`src/rtl/serial_pattern_tx_if.sv`:
```
// rtl/serial_pattern_tx_if.sv - load handshake, serial drive and response bundle for serial_pattern_tx
interface serial_pattern_tx_if #(
    parameter int WIDTH = 28
);
    logic             load_valid;
    logic             load_ready;
    logic [WIDTH-1:0] load_data;
    logic             ser_out;
    logic             ser_valid;
    logic             resp_in;
    logic [WIDTH-1:0] resp_data;
    logic             busy;
    logic             done;

    // Stimulus side: offers words, returns the detector response
    modport master (
        output load_valid,
        output load_data,
        output resp_in,
        input  load_ready,
        input  ser_out,
        input  ser_valid,
        input  resp_data,
        input  busy,
        input  done
    );

    // Engine side
    modport slave (
        input  load_valid,
        input  load_data,
        input  resp_in,
        output load_ready,
        output ser_out,
        output ser_valid,
        output resp_data,
        output busy,
        output done
    );
endinterface

```
`src/rtl/serial_pattern_tx.sv`:
```
// rtl/serial_pattern_tx.sv - parallel-to-serial stimulus engine with response capture (option: SERIAL_PATTERN_TX_CHECK_EN)
module serial_pattern_tx #(
    parameter int WIDTH    = 28,
    parameter int RESP_LAT = 0
) (
    input  logic                    clk,
    input  logic                    rst_n,
    serial_pattern_tx_if.slave      bus
`ifdef SERIAL_PATTERN_TX_CHECK_EN
    ,
    input  logic [WIDTH-1:0]        exp_data,
    output logic                    mismatch
`endif
);

    localparam int CW = $clog2(WIDTH) + 1;
    localparam int DRAIN_LAST = (RESP_LAT > 0) ? RESP_LAT - 1 : 0;
    localparam logic [CW-1:0] LAST_BIT_C   = CW'(WIDTH - 1);
    localparam logic [CW-1:0] DRAIN_LAST_C = CW'(DRAIN_LAST);

    typedef enum logic [1:0] {
        S_IDLE  = 2'd0,
        S_SHIFT = 2'd1,
        S_DRAIN = 2'd2,
        S_DONE  = 2'd3
    } state_t;

    state_t           state_q, state_d;
    logic [WIDTH-1:0] shreg_q, shreg_d;
    logic [CW-1:0]    cnt_q, cnt_d;
    logic             ser_out_q, ser_out_d;
    logic             ser_valid_q, ser_valid_d;
    logic             busy_q, busy_d;
    logic             done_q, done_d;
    logic [WIDTH-1:0] resp_q, resp_d;
    logic             accept;
    logic             last_bit;
    logic             tap;

    assign accept   = (state_q == S_IDLE) && bus.load_valid;
    assign last_bit = (cnt_q == LAST_BIT_C);

    // State register
    always_ff @(posedge clk or negedge rst_n) begin
        if (!rst_n) begin
            state_q <= S_IDLE;
        end else begin
            state_q <= state_d;
        end
    end

    // Next-state decode: SHIFT runs WIDTH clocks, DRAIN covers the response latency
    always_comb begin
        state_d = state_q;
        case (state_q)
            S_IDLE: begin
                if (accept) begin
                    state_d = S_SHIFT;
                end
            end
            S_SHIFT: begin
                if (last_bit) begin
                    state_d = (RESP_LAT > 0) ? S_DRAIN : S_DONE;
                end
            end
            S_DRAIN: begin
                if (cnt_q == DRAIN_LAST_C) begin
                    state_d = S_DONE;
                end
            end
            S_DONE: begin
                state_d = S_IDLE;
            end
            default: begin
                state_d = S_IDLE;
            end
        endcase
    end

    // Output/datapath decode: next values of the registered outputs, shifter and counter.
    // The first bit is driven straight from load_data so it appears in the cycle after accept;
    // the shift register therefore holds the remaining bits, already left-aligned.
    always_comb begin
        shreg_d     = shreg_q;
        cnt_d       = cnt_q;
        ser_out_d   = 1'b0;
        ser_valid_d = 1'b0;
        case (state_q)
            S_IDLE: begin
                if (accept) begin
                    shreg_d     = {bus.load_data[WIDTH-2:0], 1'b0};
                    cnt_d       = '0;
                    ser_out_d   = bus.load_data[WIDTH-1];
                    ser_valid_d = 1'b1;
                end
            end
            S_SHIFT: begin
                if (last_bit) begin
                    cnt_d = '0;
                end else begin
                    ser_out_d   = shreg_q[WIDTH-1];
                    ser_valid_d = 1'b1;
                    shreg_d     = {shreg_q[WIDTH-2:0], 1'b0};
                    cnt_d       = cnt_q + CW'(1);
                end
            end
            S_DRAIN: begin
                cnt_d = cnt_q + CW'(1);
            end
            default: begin
                cnt_d = cnt_q;
            end
        endcase
        busy_d = (state_d == S_SHIFT) || (state_d == S_DRAIN);
        done_d = (state_d == S_DONE);
    end

    // Datapath and output registers
    always_ff @(posedge clk or negedge rst_n) begin
        if (!rst_n) begin
            shreg_q     <= '0;
            cnt_q       <= '0;
            ser_out_q   <= 1'b0;
            ser_valid_q <= 1'b0;
            busy_q      <= 1'b0;
            done_q      <= 1'b0;
        end else begin
            shreg_q     <= shreg_d;
            cnt_q       <= cnt_d;
            ser_out_q   <= ser_out_d;
            ser_valid_q <= ser_valid_d;
            busy_q      <= busy_d;
            done_q      <= done_d;
        end
    end

    // Response tap: ser_valid delayed to line up with the detector's answer for each bit
    generate
        if (RESP_LAT == 0) begin : g_nolat
            assign tap = ser_valid_q;
        end else begin : g_lat
            logic [RESP_LAT-1:0] dly_q;

            // RESP_LAT-stage delay line of ser_valid
            always_ff @(posedge clk or negedge rst_n) begin
                if (!rst_n) begin
                    dly_q <= '0;
                end else begin
                    dly_q <= (dly_q << 1) | RESP_LAT'(ser_valid_q);
                end
            end

            assign tap = dly_q[RESP_LAT-1];
        end
    endgenerate

    // Response collection: cleared on accept, one sample per tapped clock, held after DONE
    always_comb begin
        resp_d = resp_q;
        if (accept) begin
            resp_d = '0;
        end else if (tap) begin
            resp_d = {resp_q[WIDTH-2:0], bus.resp_in};
        end
    end

    // Response register
    always_ff @(posedge clk or negedge rst_n) begin
        if (!rst_n) begin
            resp_q <= '0;
        end else begin
            resp_q <= resp_d;
        end
    end

`ifdef SERIAL_PATTERN_TX_CHECK_EN
    logic [WIDTH-1:0] exp_q;
    logic             mismatch_q;

    // Expected word captured at accept; verdict formed during DONE once resp_data is final
    always_ff @(posedge clk or negedge rst_n) begin
        if (!rst_n) begin
            exp_q      <= '0;
            mismatch_q <= 1'b0;
        end else if (accept) begin
            exp_q      <= exp_data;
            mismatch_q <= 1'b0;
        end else if (state_q == S_DONE) begin
            mismatch_q <= (resp_q != exp_q);
        end
    end

    assign mismatch = mismatch_q;
`endif

    assign bus.load_ready = (state_q == S_IDLE);
    assign bus.ser_out    = ser_out_q;
    assign bus.ser_valid  = ser_valid_q;
    assign bus.busy       = busy_q;
    assign bus.done       = done_q;
    assign bus.resp_data  = resp_q;

endmodule

```
`src/flat_wrapper.sv`:
```
// flat-port wrapper written by rule: the top's interface ports become plain ports
module serial_pattern_tx_flat 
#(
    parameter int WIDTH    = 28,
    parameter int RESP_LAT = 0
)
  (clk, rst_n, bus_load_valid, bus_load_data, bus_resp_in, bus_load_ready, bus_ser_out, bus_ser_valid, bus_resp_data, bus_busy, bus_done);
  serial_pattern_tx_if #(.WIDTH(WIDTH)) bus_i ();
  input  logic clk;
  input  logic rst_n;
  input wire logic [$bits(bus_i.load_valid)-1:0] bus_load_valid;
  input wire logic [$bits(bus_i.load_data)-1:0] bus_load_data;
  input wire logic [$bits(bus_i.resp_in)-1:0] bus_resp_in;
  output wire logic [$bits(bus_i.load_ready)-1:0] bus_load_ready;
  output wire logic [$bits(bus_i.ser_out)-1:0] bus_ser_out;
  output wire logic [$bits(bus_i.ser_valid)-1:0] bus_ser_valid;
  output wire logic [$bits(bus_i.resp_data)-1:0] bus_resp_data;
  output wire logic [$bits(bus_i.busy)-1:0] bus_busy;
  output wire logic [$bits(bus_i.done)-1:0] bus_done;
  assign bus_i.load_valid = bus_load_valid;
  assign bus_i.load_data = bus_load_data;
  assign bus_i.resp_in = bus_resp_in;
  assign bus_load_ready = bus_i.load_ready;
  assign bus_ser_out = bus_i.ser_out;
  assign bus_ser_valid = bus_i.ser_valid;
  assign bus_resp_data = bus_i.resp_data;
  assign bus_busy = bus_i.busy;
  assign bus_done = bus_i.done;
  serial_pattern_tx #(.WIDTH(WIDTH), .RESP_LAT(RESP_LAT)) u_core (.clk(clk), .rst_n(rst_n), .bus(bus_i));
endmodule
```
`config.mk`:
```
export PLATFORM = sky130hd
export DESIGN_NAME = serial_pattern_tx_flat
export DESIGN_NICKNAME = d
export VERILOG_FILES = /design/src/rtl/serial_pattern_tx_if.sv /design/src/rtl/serial_pattern_tx.sv /design/src/flat_wrapper.sv
export SDC_FILE = /design/constraint.sdc
export NUM_CORES = 1
export LEC_CHECK = 0
export CORE_ASPECT_RATIO = 0.8
export CORE_MARGIN = 5
export CORE_UTILIZATION = 28
export DETAILED_ROUTE_END_ITERATION = 16
export SKIP_LAST_GASP = 1
export SLEW_MARGIN = 20
export SYNTH_ARGS = -nofsm -noshare
export SYNTH_HDL_FRONTEND = slang
export SYNTH_SLANG_ARGS = --single-unit
```
`constraint.sdc`:
```
create_clock -name clk -period 5.85 [get_ports clk]
set_clock_uncertainty 0.15 [all_clocks]
set_input_delay 0.8775 -clock clk [delete_from_list [all_inputs] [get_ports clk]]
set_output_delay 0.8775 -clock clk [all_outputs]
set_load 0.03 [all_outputs]
```
==> flow_summary.yaml <==
run_status:
  status: "finished, final reports clean"
timing:
  fin_crit_sh_pct: 57.0
  hold_viol: 0
  slew_viol_final: 0
  worst_pin_slew_ps: 1090
  fmax_mhz: 300
  setup_viol: 0
  slew-limit-headroom_pct: 27.5
  rsz0062_at_grt: "false"
  setup_tns_ps: 0
  min_period_ps: 3340
  setup_slack_ps: 2510
grt:
  grt-ovfl-total: 0
  grt_pass1_wl_mm: 14.7
  antenna_found_initial: 0
  grt_max_degree: 68
  grt_pass1_vias: 2755
  gr-usage-all-layers_pct: 12.1
placed_design:
  gp_congestion: 0.779
  dp_hpwl_mm: 5.58
  portBuffers: 64
  pre_cts_slack_ps: 2280
clock_tree:
  cts_hold_buf: 0
  cts_buffers: 9
  clock_path_buffers: 2
  postCtsSetupBuffers: 0
  postCtsResizedCells: 0
  clkSlewWorstSetupHoldPaths_ps: 60
  clkLatencyLatePin_ps: 330
  cts_root_buffer: "clkbuf_16"
  htree_num_levels: 3
  cts.sinks: 67
  cts_tree: "yes"
power_and_ir_drop:
  p_per_area_nw_per_um2: 234
  comb_power_share_pct: 3.2
  power.total_w: 0.00108
  clkPwrFrac_pct: 53.6
  p_leak_nw: 1.77
  p_sw_share_pct: 20.4
  power.internal_w: 0.000857
  irDropWorstVdd_mv: 0.122
  p_sw_w: 0.000219
  power_frac_seq_pct: 43.1
yosys:
  synth_most_common_cell: "dfrtp_1"
  avgSynthCellArea_sq_um: 10.2
  synth_area_sq_um: 3550
  syn-instance-count: 349
  synth_ff_type: "dfrtp_1"
  syn_nets: 388
  synth_common_cells: "dfrtp_1 (67), nor2_1 (30), a21oi_1 (29)"
  synth.area.top_cells: "dfrtp_1 (47%), mux2i_1 (7.9%), o22a_1 (6.4%), a211oi_1 (5.5%), o21bai_1 (5.5%)"
  synth_edf_count: 0
  synth_seq_cells: 67
  synthDistinctLibCells: 35
  yosysTopAreaCell: "dfrtp_1"
  ys_async_sr_fraction_pct: 100
  yosysSeqAreaShare_pct: 47.2
  synth_top_area_share_pct: 47.2
  yosysWarnings: 0
drt:
  wirelength_mm: 8.99
  ant_nets: 0
  dr.pass1.iters: 4
  initialDrtViolationCount: 174
  vias_per_cell: 5.08
  num_vias: 2897
  wl_per_cell_microns: 15.8
  wl_met2_mm: 3.82
  drt_drc_violations_left: 0
  wl_met1_mm: 4.61
  wl_met3_microns: 497
  highest_layer: "met4"
floorplanning:
  core_area_sq_um: 12300
  rows: 36
  die_height_microns: 111
  dieArea_sq_um: 15000
  ioPinCount: 65
  start_util_pct: 28.9
  die_w_microns: 136
critical_path:
  crit_path_end_kind: "flip-flop"
  slowest_stage: "nand2_1"
  required_ps: 5910
  path_max_fanout: 29
  arrival_ps: 3400
  crit_type: "reg2reg"
  worst_path_most_repeated_cell: "ha_1"
  cp_slowest_stage_delay_ps: 810
  cp-start-kind: "flip-flop"
  path_cells: "ha_1 -> and4bb_2 -> nand2_1 -> a21o_1 -> a221oi_2 -> ha_1"
layout:
  regArea_sq_um: 1680
  fillerInstances: 1201
  multi_input_area_sq_um: 1690
  nets: 433
  syn_to_final_growth_pct: 29.7
  num_antenna_cells: 0
  drive_gt1_share_pct: 6.77
run:
  cap_violations: 0
hold_path:
  hold_class: "reg2reg"
[critical path: cells and delay by family (launching register included)]
kind	cells	cell delay [ps]
adder cells (fa/ha/maj)	2	490
flip-flops	1	400
AND/OR/NAND/NOR	2	1510
AO/OA/AOI/OAI	2	660
[logic make-up (layout without fill, tap and decap cells)]
| logic type | count (synthesis) | in the layout | share of synthesized area, % |
|---|---|---|---|
| AND/OR/NAND/NOR | 51 | 51 | 6.52 |
| adder cells (fa/ha/maj) | 7 | 7 | 2.47 |
| multiplexers | 29 | 29 | 8.53 |
| AO/OA/AOI/OAI | 152 | 152 | 29.8 |
| buffers and inverters | 43 | 93 | 5.50 |
| flip-flops | 67 | 67 | 47.2 |
[flip-flops by register name, summed over array words and instances, names as in the netlist]
name                  cells
u_core.cnt_q              6
u_core.bus.ser_out        1
u_core.state_q            2
u_core.bus.ser_valid      1
u_core.bus.resp_data     28
u_core.bus.busy           1
u_core.shreg_q           27
u_core.bus.done           1
[final cells by class]
type	instances	area share [%]
clock buffers	10	4.97
clock inverters	6	1.93
inverters	8	0.652
multi-input cells	239	36.8
flip-flops and latches	67	36.4
well taps	171	4.65
repair buffers	69	14.6
[worst paths after layout]
| path | endpoint | cells past startpoint | slack [ps] | from |
|---|---|---|---|---|
| setup / recovery | u_core.bus.busy | 6 | 2510 | u_core.cnt_q[0] |
| hold / removal | u_core.bus.resp_data[27] | 2 | 370 | u_core.bus.resp_data[27] |
| setup reg to reg | u_core.bus.busy | 6 | 2510 | u_core.cnt_q[0] |
| hold reg to reg | u_core.bus.resp_data[27] | 2 | 370 | u_core.bus.resp_data[27] |
| max in group asynchronous | u_core.shreg_q[1] | 2 | 4400 | rst_n |
| min in group asynchronous | u_core.bus.resp_data[22] | 2 | 590 | rst_n |
[power by group through the flow]
stage                     Clock [W]  Sequential, W  Combinational, W
after floorplan                   0       0.000473        0.00000122
after detailed placement          0       0.000473         0.0000357
after global routing       0.000610       0.000464         0.0000387
after global placement            0       0.000473         0.0000356
final                      0.000577       0.000464         0.0000347
after CTS                  0.000589       0.000464         0.0000359
[metal layers]
metal / GRT usage, % / vias to the layer above
met5: 0 / -
met4: 2.82 / 0
met3: 3.54 / 6
met2: 17.0 / 90
met1: 18.1 / 1402
li1: - / 1399
[per-stage QoR]
stage | cell area (sq um) | hold slack, ps | utilization [%] | std cells
floorplan | 3550 | 342 | - | 349
CTS | 4590 | 375 | 37.3 | 570
finish | 4600 | 370 | 37.4 | 570
detailed placement | 4270 | 359 | 34.8 | 554
global placement | 4270 | 354 | 34.8 | 554
global route | 4600 | 429 | 37.4 | 570
[cell usage in the layout (no fill, tap or decap), types with 2 or more instances in the layout]
cell,n
a211oi_1,26
clkinvlp_4,2
o22a_1,26
nand3_1,2
buf_4,5
bufinv_16,2
clkdlybuf4s50_1,63
a21oi_1,29
dfrtp_1,67
inv_1,8
nand2b_1,3
ha_1,6
nor2_1,30
o21bai_1,26
nand2b_2,2
a31oi_1,2
mux2i_1,28
nand2_1,8
clkbuf_16,9
o21ai_0,8
o22ai_1,28
Note: power is estimated with default switching activity, not from simulation.
